$ cat src/rtl/alu_sequencer.sv
// Two-requester command sequencer that drives an external combinational ALU.
// Define ALU_SEQ_ROUND_ROBIN_EN for round-robin arbitration (fixed priority, req0 first, otherwise).
`ifndef NOP
`define NOP 8'h00
`define ADD 8'h01
`define SUB 8'h02
`define AND 8'h03
`define OR  8'h04
`define XOR 8'h05
`define RR  8'h06
`define RL  8'h07
`define INC 8'h08
`define DEC 8'h09
`define JMP 8'h0A
`define JMA 8'h0B
`define CLL 8'h0C
`define RET 8'h0D
`define ST  8'h0E
`endif

module alu_sequencer #(
  parameter int WIDTH = 16
) (
  input  logic             clk,
  input  logic             rst,
  input  logic             req0_valid,
  output logic             req0_ready,
  input  logic [7:0]       req0_op,
  input  logic [WIDTH-1:0] req0_a,
  input  logic [WIDTH-1:0] req0_b,
  input  logic [3:0]       req0_cnt,
  input  logic             req1_valid,
  output logic             req1_ready,
  input  logic [7:0]       req1_op,
  input  logic [WIDTH-1:0] req1_a,
  input  logic [WIDTH-1:0] req1_b,
  input  logic [3:0]       req1_cnt,
  output logic [7:0]       alu_op,
  output logic [WIDTH-1:0] alu_in1,
  output logic [WIDTH-1:0] alu_in2,
  input  logic [WIDTH-1:0] alu_out,
  output logic             rsp_valid,
  input  logic             rsp_ready,
  output logic [WIDTH-1:0] rsp_data,
  output logic             rsp_id,
  output logic             busy
);

  typedef enum logic [1:0] {IDLE, EXEC, RESP} state_t;

  state_t           state, state_nxt;
  logic [7:0]       op_q;
  logic [WIDTH-1:0] acc;
  logic [WIDTH-1:0] b_q;
  logic [3:0]       iter;
  logic             id_q;
  logic             grant0, grant1;
  logic             accept, sel;
  logic [3:0]       cnt_sel;

  function automatic logic is_iter(input logic [7:0] op);
    return (op == `RR) || (op == `RL) || (op == `INC) || (op == `DEC);
  endfunction

  function automatic logic is_ctrl(input logic [7:0] op);
    return (op == `JMP) || (op == `JMA) || (op == `CLL) ||
           (op == `RET) || (op == `ST)  || (op == `NOP);
  endfunction

`ifdef ALU_SEQ_ROUND_ROBIN_EN
  // last_id holds the requester granted most recently; reset value 1 favours req0.
  logic last_id;

  assign grant0 = req0_valid & (~req1_valid | last_id);
  assign grant1 = req1_valid & (~req0_valid | ~last_id);

  always_ff @(posedge clk) begin
    if (rst)
      last_id <= 1'b1;
    else if (accept)
      last_id <= sel;
  end
`else
  assign grant0 = req0_valid;
  assign grant1 = req1_valid & ~req0_valid;
`endif

  assign req0_ready = (state == IDLE) & grant0;
  assign req1_ready = (state == IDLE) & grant1;
  assign accept     = req0_ready | req1_ready;
  assign sel        = req1_ready;
  assign cnt_sel    = sel ? req1_cnt : req0_cnt;

  always_comb begin
    state_nxt = state;
    case (state)
      IDLE:    if (accept) state_nxt = EXEC;
      EXEC:    if (!is_iter(op_q) || (iter <= 4'd1)) state_nxt = RESP;
      RESP:    if (rsp_ready) state_nxt = IDLE;
      default: state_nxt = IDLE;
    endcase
  end

  always_ff @(posedge clk) begin
    if (rst) begin
      state <= IDLE;
      acc   <= '0;
      iter  <= '0;
      id_q  <= 1'b0;
      op_q  <= `NOP;
    end else begin
      state <= state_nxt;
      case (state)
        IDLE: if (accept) begin
          op_q <= sel ? req1_op : req0_op;
          acc  <= sel ? req1_a : req0_a;
          id_q <= sel;
          iter <= (cnt_sel == 4'd0) ? 4'd1 : cnt_sel;
        end
        EXEC: begin
          iter <= iter - 4'd1;
          if (!is_ctrl(op_q))
            acc <= alu_out;
        end
        default: ;
      endcase
    end
  end

  // Operand B is only visible on alu_in2 during EXEC, so it needs no reset.
  always_ff @(posedge clk) begin
    if ((state == IDLE) && accept)
      b_q <= sel ? req1_b : req0_b;
  end

  assign alu_op    = (state == EXEC) ? op_q : `NOP;
  assign alu_in1   = (state == EXEC) ? acc  : '0;
  assign alu_in2   = (state == EXEC) ? b_q  : '0;
  assign rsp_valid = (state == RESP);
  assign rsp_data  = acc;
  assign rsp_id    = id_q;
  assign busy      = (state != IDLE);

endmodule

$ cat config.mk
export PLATFORM = sky130hd
export DESIGN_NAME = alu_sequencer
export DESIGN_NICKNAME = d
export VERILOG_FILES = /design/src/rtl/alu_sequencer.sv
export SDC_FILE = /design/constraint.sdc
export NUM_CORES = 1
export LEC_CHECK = 0
export BUFFER_PORTS_ARGS = -buffer_cell sky130_fd_sc_hd__buf_2
export CAP_MARGIN = 40
export CORE_MARGIN = 2
export CORE_UTILIZATION = 28
export CTS_BUF_LIST = sky130_fd_sc_hd__clkbuf_16
export CTS_CLUSTER_DIAMETER = 30
export DETAILED_ROUTE_END_ITERATION = 8
export HOLD_SLACK_MARGIN = 0.08
export PLACE_DENSITY = 0.55
export RECOVER_POWER = 50
export SETUP_SLACK_MARGIN = 0.05
export SLEW_MARGIN = 30
export SYNTH_ARGS = -nofsm -noshare
export SYNTH_HDL_FRONTEND = slang
export SYNTH_SLANG_ARGS = --single-unit
export TNS_END_PERCENT = 30
$ cat constraint.sdc
create_clock -name clk -period 1.78 [get_ports clk]
set_clock_uncertainty 0.1 [all_clocks]
set_input_delay 0.356 -clock clk [delete_from_list [all_inputs] [get_ports clk]]
set_output_delay 0.356 -clock clk [all_outputs]
set_load 0.02 [all_outputs]
==> results by group, run 1 <==
Outcome
  • Status: finished, violations left
  • Violated checks: negative setup slack

Global routing
  • GRT Overall Usage: 17.7%
  • Initial antenna violation count: 0
  • Vias in the first global route: 3201
  • Pin count of the biggest net entering global routing: 38
  • First-pass GRT wire length: 15600 um
  • Grt ovf: 0

Detailed routing
  • Met3 Wirelength: 681 um
  • Highest routed layer: met4
  • Post-detailed-route count of antenna-violating nets: 0
  • Final wirelength: 9600 um
  • WL/cell: 14.0 um
  • Drt first pass iters: 4
  • Routed vias/inst: 4.66
  • Initial DRC Count: 120
  • # DRC: 0
  • Via count: 3207
  • Met2 WL: 4620 um
  • M1 wire length: 4090 um

Setup path
  • Top cell by count, worst path: buf_6
  • R2R setup slack: 10 ps
  • Startpoint Class: register
  • CP Class: reg2out
  • CP required: 1320 ps
  • Crit path cell chain: and2b_2 > buf_6 > buf_16 > and2_4 > buf_6
  • R2r worst-path depth: 8
  • Max incr delay on CP: 320 ps
  • R2r startpoint: state[1]
  • CP startpoint: state[1]
  • Max stage delay cell, worst path: dfxtp_2
  • Crit path DAT: 1390 ps
  • Setup crit end kind: primary output
  • Setup crit end: alu_in1[5]
  • Worst Path Max Fanout: 7
  • Worst R2R End: rsp_data[6]

Synthesis
  • Yosys top cell area share: 22.4%
  • Post-Synthesis Cells: 357
  • Post-Synth Simple-Gate Area: 34.1%
  • Yosys cell types: 41
  • Cell taking the most area after synthesis: dfxtp_1
  • Synth top area cells: dfxtp_1 22%, edfxtp_1 17%, nand2_1 16%
  • Asr flop ratio synth: 0%
  • Yosys reg bits: 47
  • Post-synthesis sequential area ratio: 39.7%
  • Adder-Cell Fraction of Synth Area: 0.902%
  • Post-synth EDFFs: 16
  • Mux share of post-synthesis cell area: 1.85%
  • Synthesized area: 0.00277 mm^2
  • Largest family of logic cells by synthesized area: simple AND/OR/NAND/NOR gates
  • Mean Syn Cell Area: 7.77 um^2
  • Synth warnings: 0
  • XOR/XNOR Fraction of Synth Area: 0.316%
  • Compound-gate portion of the synthesized area: 17.1%
  • Post-Synthesis Net Count: 468
  • Synth Flop Type: dfxtp_1

STA
  • Fin crit share: 104%
  • # setup viols final: 41
  • Slack of the critical path: -69.8 ps
  • Setup TNS: -2080 ps
  • Slew at the pin closest to its max-slew limit: 674 ps
  • Final Slew Violations: 0
  • Minimum hold slack: 232 ps
  • Final hold violation count: 0
  • Achievable frequency: 541 MHz
  • RSZ-0062 raised after global routing: yes
  • Slew headroom: 55.1%
  • Crit path time final: 1850 ps

Final layout
  • Most common cell after layout, fill and taps aside: nand2_1
  • Most frequent cells in the layout: 116 x nand2_1, 110 x buf_2, 47 x buf_6
  • FF+latch area: 0.00110 mm^2
  • Footprint of the multi-input gates: 0.00169 mm^2
  • Ant. Diodes: 0
  • Layout fillers: 978
  • Share of post-route cells with drive strength above 1: 48.1%
  • Cell area after layout: 0.00476 mm^2
  • Nets: 665
  • Area grow syn2layout: 71.4%

Floorplan
  • Core ar.: 0.00968 mm^2
  • Starting density of the core: 28.6%
  • Row count: 36
  • Die Y: 104 um
  • DIE AREA: 0.0107 mm^2
  • Die width: 104 um
  • IO Count: 170

Run
  • Max_cap viols: 0

Power
  • PnR Total Power: 4.67 mW
  • Power per cell area: 981 mW/mm^2
  • Leak: 2.22 nW
  • VDD IR max: 0.379 mV

Clock network
  • CTS Root Cell: clkbuf_16
  • Num CTS Buffers: 5
  • CTS Sinks: 47
  • Clk_lat worst skew: 280 ps
  • CTS tree: done
  • Clock Tree Buf Depth: 2
  • H-tree depth: 2
  • Worst-path clk slew: 60 ps

Placement
  • Post-DP Area: 0.00393 mm^2
  • GPL Wtd Cong: 0.792
  • PortBufs: 169
  • Post-DP HPWL: 6470 um

Worst hold path
  • Hold Crit Start: req1_b[12]
  • Hold Crit Class: in2reg
cells in the mapped netlist, types with 2 or more instances:
cell / number
nand2_1: 119
dfxtp_1: 31
a21oi_1: 21
nor2b_1: 2
nor2_1: 31
buf_2: 9
buf_6: 3
edfxtp_1: 16
a311o_1: 16
clkbuf_1: 10
o21ai_0: 3
a311oi_1: 8
nor3_1: 7
a211oi_1: 3
ha_1: 2
and2_1: 41
mux2i_1: 4
buf_1: 2
buf_4: 2
inv_1: 6
sequential cells by signal, indices dropped and copies added, names as in the netlist:
signal and count:
b_q 16, iter 4, op_q 8, rsp_data 16
rsp_id 1, state 2
per-layer routing:
metal,GRT usage [%],up-vias
met5,0,-
met4,6.66,0
met3,4.34,24
met2,30.0,140
met1,21.6,1439
li1,-,1604
worst max-delay path, delay by kind of cell, from the launching register on:
family / cells / cell delay, ps
flops: 1 / 320
simple gates: 2 / 380
buf+inv: 3 / 410
cell families after synthesis:
logic type	count (synthesis)
AO/OA/AOI/OAI	60
adder cells (fa/ha/maj)	2
AND/OR/NAND/NOR	208
flip-flops	47
buffers and inverters	34
XOR/XNOR	1
multiplexers	5
per-stage QoR:
stage,cells,worst slack [ps],utilization (%)
CTS,686,-72.4,48.3
floorplan,357,50.1,-
detailed placement,663,-278,40.6
global route,688,-127,49.1
finish,688,-69.8,49.1
global placement,663,-213,40.6
worst min path at each step:
| stage | endpoint | slack [ps] | depth (start not counted) |
|---|---|---|---|
| after floorplan | iter[3] | 380 | 2 |
| after global placement | rsp_data[8] | 360 | 2 |
| after detailed placement | rsp_data[10] | 360 | 2 |
| after CTS | b_q[12] | 230 | 3 |
| after global routing | op_q[5] | 230 | 3 |
| final | b_q[12] | 230 | 3 |
layout make-up:
cell class                 instances  area share, %
multi-input combinational        277           35.5
timing repair buffer             215           33.6
sequential                        47           23.2
tap                              133           3.50
clock buffer                       5           2.63
clock inverter                     3          0.816
inverter                           8          0.763
power by group:
part	internal, mW	switching (mW)	total [mW]
combinational	1.08	1.10	2.18
sequential	1.32	0.126	1.45
clock	0.654	0.387	1.04
repair_timing:
| action | CTS | global route |
|---|---|---|
| hold buffers | 0 | 0 |
| pin swaps | 34 | 9 |
| cloned | 4 | 1 |
| setup buffers | 11 | 1 |
| resized for setup | 136 | 21 |
| setup endpoints to repair | 61 | 70 |
(Power assumes the default switching activity.)
==> run 2, diff against run 1 <==
--- a/config.mk
+++ b/config.mk
@@ -5,6 +5,7 @@
 export SDC_FILE = /design/constraint.sdc
 export NUM_CORES = 1
 export LEC_CHECK = 0
+export ABC_AREA = 1
 export BUFFER_PORTS_ARGS = -buffer_cell sky130_fd_sc_hd__buf_2
 export CAP_MARGIN = 40
 export CORE_MARGIN = 2
@@ -13,7 +14,7 @@
 export CTS_CLUSTER_DIAMETER = 30
 export DETAILED_ROUTE_END_ITERATION = 8
 export HOLD_SLACK_MARGIN = 0.08
-export PLACE_DENSITY = 0.55
+export PLACE_DENSITY = 0.54
 export RECOVER_POWER = 50
 export SETUP_SLACK_MARGIN = 0.05
 export SLEW_MARGIN = 30
==> results by group, run 2 <==
STA
  • Final Slew Violations: 0 (unchanged)
  • Slew at the pin closest to its max-slew limit: 340 ps (was 674 ps)
  • RSZ-0062 raised after global routing: yes (unchanged)
  • Slew headroom: 77.3% (was 55.1%)
  • Fin crit share: 95.5% (was 104%)
  • Achievable frequency: 588 MHz (was 541 MHz)
  • Setup TNS: 0 ps (was -2080 ps)
  • Slack of the critical path: 79.5 ps (was -69.8 ps)
  • Crit path time final: 1700 ps (was 1850 ps)
  • # setup viols final: 0 (was 41)
  • Final hold violation count: 0 (unchanged)

Final layout
  • Layout Cells excl Fill: 812 (was 688)
  • Footprint of the multi-input gates: 0.00152 mm^2 (was 0.00169 mm^2)
  • Area grow syn2layout: 40.8% (was 71.4%)
  • Util after Layout: 40.1% (was 49.1%)
  • Most common cell after layout, fill and taps aside: nand2_1 (unchanged)
  • Nets: 782 (was 665)
  • Share of post-route cells with drive strength above 1: 29.2% (was 48.1%)
  • FF+latch area: 0.00111 mm^2 (was 0.00110 mm^2)
  • Layout fillers: 1235 (was 978)
  • Most frequent cells in the layout: 159 x nand2_1, 137 x buf_2, 82 x inv_1 (was 116 x nand2_1, 110 x buf_2, 47 x buf_6)
  • Cell area after layout: 0.00431 mm^2 (was 0.00476 mm^2)
  • Ant. Diodes: 0 (unchanged)

Synthesis
  • Synth top area cells: dfxtp_1 20%, nand2_1 19%, edfxtp_1 16% (was dfxtp_1 22%, edfxtp_1 17%, nand2_1 16%)
  • Cell taking the most area after synthesis: dfxtp_1 (unchanged)
  • Yosys cell types: 25 (was 41)
  • Post-synthesis sequential area ratio: 36.0% (was 39.7%)
  • Synth warnings: 0 (unchanged)
  • Most numerous cell in the Yosys netlist: nand2_1 (unchanged)
  • Post-Synthesis Net Count: 610 (was 468)
  • Synth Flop Type: dfxtp_1 (unchanged)
  • Mean Syn Cell Area: 6.14 um^2 (was 7.77 um^2)
  • Asr flop ratio synth: 0% (unchanged)
  • Synthesized area: 0.00306 mm^2 (was 0.00277 mm^2)
  • Post-Synthesis Cells: 499 (was 357)
  • Synth cell count leaders: 159 x nand2_1, 88 x nor2_1, 83 x inv_1 (was 119 x nand2_1, 41 x and2_1, 31 x dfxtp_1, 31 x nor2_1, 21 x a21oi_1)
  • Yosys top cell area share: 20.3% (was 22.4%)
  • Yosys reg bits: 47 (unchanged)
  • Post-synth EDFFs: 16 (unchanged)

Global routing
  • Vias in the first global route: 3293 (was 3201)
  • Grt ovf: 0 (unchanged)
  • Pin count of the biggest net entering global routing: 33 (was 38)
  • GRT Overall Usage: 15.7% (was 17.7%)
  • Initial antenna violation count: 0 (unchanged)
  • First-pass GRT wire length: 14800 um (was 15600 um)

Setup path
  • Max stage delay cell, worst path: dfxtp_2 (unchanged)
  • Max incr delay on CP: 350 ps (was 320 ps)
  • Worst Path Max Fanout: 8 (was 7)
  • Startpoint Class: register (unchanged)
  • Crit path DAT: 1240 ps (was 1390 ps)
  • CP required: 1320 ps (about the same)
  • Worst Path Buf+Inv: 3 (unchanged)
  • Setup crit end kind: primary output (unchanged)
  • Crit path cell chain: inv_4 > nand2_8 > buf_4 > nor2_1 > buf_2 (was and2b_2 > buf_6 > buf_16 > and2_4 > buf_6)
  • CP delay by family, top: buffers and inverters (unchanged)
  • CP Class: reg2out (unchanged)

Detailed routing
  • Final wirelength: 9520 um (was 9600 um)
  • Drt first pass iters: 4 (unchanged)
  • # DRC: 0 (unchanged)
  • Routed vias/inst: 4.26 (was 4.66)
  • Via count: 3457 (was 3207)
  • WL/cell: 11.7 um (was 14.0 um)
  • Post-detailed-route count of antenna-violating nets: 0 (unchanged)
  • Initial DRC Count: 116 (was 120)

Placement
  • Post-DP HPWL: 7560 um (was 6470 um)
  • GPL Wtd Cong: 0.811 (was 0.792)
  • Worst slack, placed: 157 ps (was -278 ps)
  • PortBufs: 169 (unchanged)
  • Post-DP Area: 0.00408 mm^2 (was 0.00393 mm^2)
  • Placed cell count: 800 (was 663)

Power
  • Power per cell area: 1060 mW/mm^2 (was 981 mW/mm^2)
  • VDD IR max: 0.368 mV (was 0.379 mV)
  • Leak: 2.43 nW (was 2.22 nW)

Floorplan
  • Row count: 38 (was 36)
  • Die Y: 109 um (was 104 um)
  • IO Count: 170 (unchanged)
  • Starting density of the core: 28.5% (was 28.6%)
  • Core ar.: 0.0107 mm^2 (was 0.00968 mm^2)
  • Die width: 109 um (was 104 um)
  • DIE AREA: 0.0118 mm^2 (was 0.0107 mm^2)

Clock network
  • Num CTS Buffers: 5 (unchanged)
  • Worst-path clk slew: 70 ps (was 60 ps)
  • CTS Root Cell: clkbuf_16 (unchanged)
  • H-tree depth: 2 (unchanged)
  • Clk_lat worst skew: 280 ps (about the same)
  • CTS Sinks: 47 (unchanged)
  • Clock Tree Buf Depth: 2 (unchanged)
  • CTS tree: done (unchanged)

Outcome
  • Status: completed (was finished, violations left)

Worst hold path
  • Hold Crit Class: in2reg (unchanged)

Run
  • Max_cap viols: 0 (unchanged)
run 2: cell types whose count changed in the layout (fill, tap and decap cells not counted), sizes merged, moves of 30 or more:
cell	delta
nor2	+57
buf	-30
nand3	+32
and2	-41
inv	+79
nand2	+42
run 2: metrics by stage:
step	hold slack (ps)	power (mW)
2_1_floorplan	357	2.97
3_3_place_gp	357	3.62
3_5_place_dp	360	3.64
4_1_cts	227	4.67
5_1_grt	238	4.96
6_report	231	4.59
run 2: worst min-delay path, stage by stage:
cell     delay [ps]
buf_2            80
nand2_1          40
nand2_1          40
run 2: cell type report:
cell class,instances,area share (%)
well taps,140,4.06
clock inverters,3,0.464
inverters,86,7.61
flip-flops and latches,47,25.7
multi-input cells,340,35.2
clock buffers,5,2.90
repair buffers,191,24.2
run 2: final timing paths:
check / from / endpoint / slack, ps / depth (start not counted)
hold reg to reg: rsp_id / rsp_id / 370 / 2
setup reg to reg: state[0] / b_q[12] / 140 / 6
setup / recovery: state[1] / alu_in1[1] / 80 / 5
hold / removal: req1_b[1] / b_q[1] / 230 / 3
run 2: layer usage:
metal	wire [um]	part of all wire, %	GRT usage (%)	vias up
met5	0	0	0	-
met4	180	1.9	4.76	0
met3	429	4.5	2.53	14
met2	4610	48	27.5	86
met1	4290	45	19.7	1519
li1	-	-	-	1838
run 2: cells by family after synthesis:
group,share of synthesized area (%)
AND/OR/NAND/NOR,41.6
buffers and inverters,15.7
flip-flops,36.0
AO/OA/AOI/OAI,5.68
adder cells (fa/ha/maj),0.817
XOR/XNOR,0.286
run 2: timing repair:
action | in CTS | in global routing
pin swaps | 2 | 0
endpoints found under the setup margin | 37 | 36
resized for setup | 16 | 20
hold buffers | 0 | 0
buffers inserted | 4 | 0
run 2: power breakdown:
group / switching, mW / internal (mW)
registers: 0.132 / 1.38
logic: 1.39 / 0.756
clock network: 0.412 / 0.518
total: 1.93 / 2.66
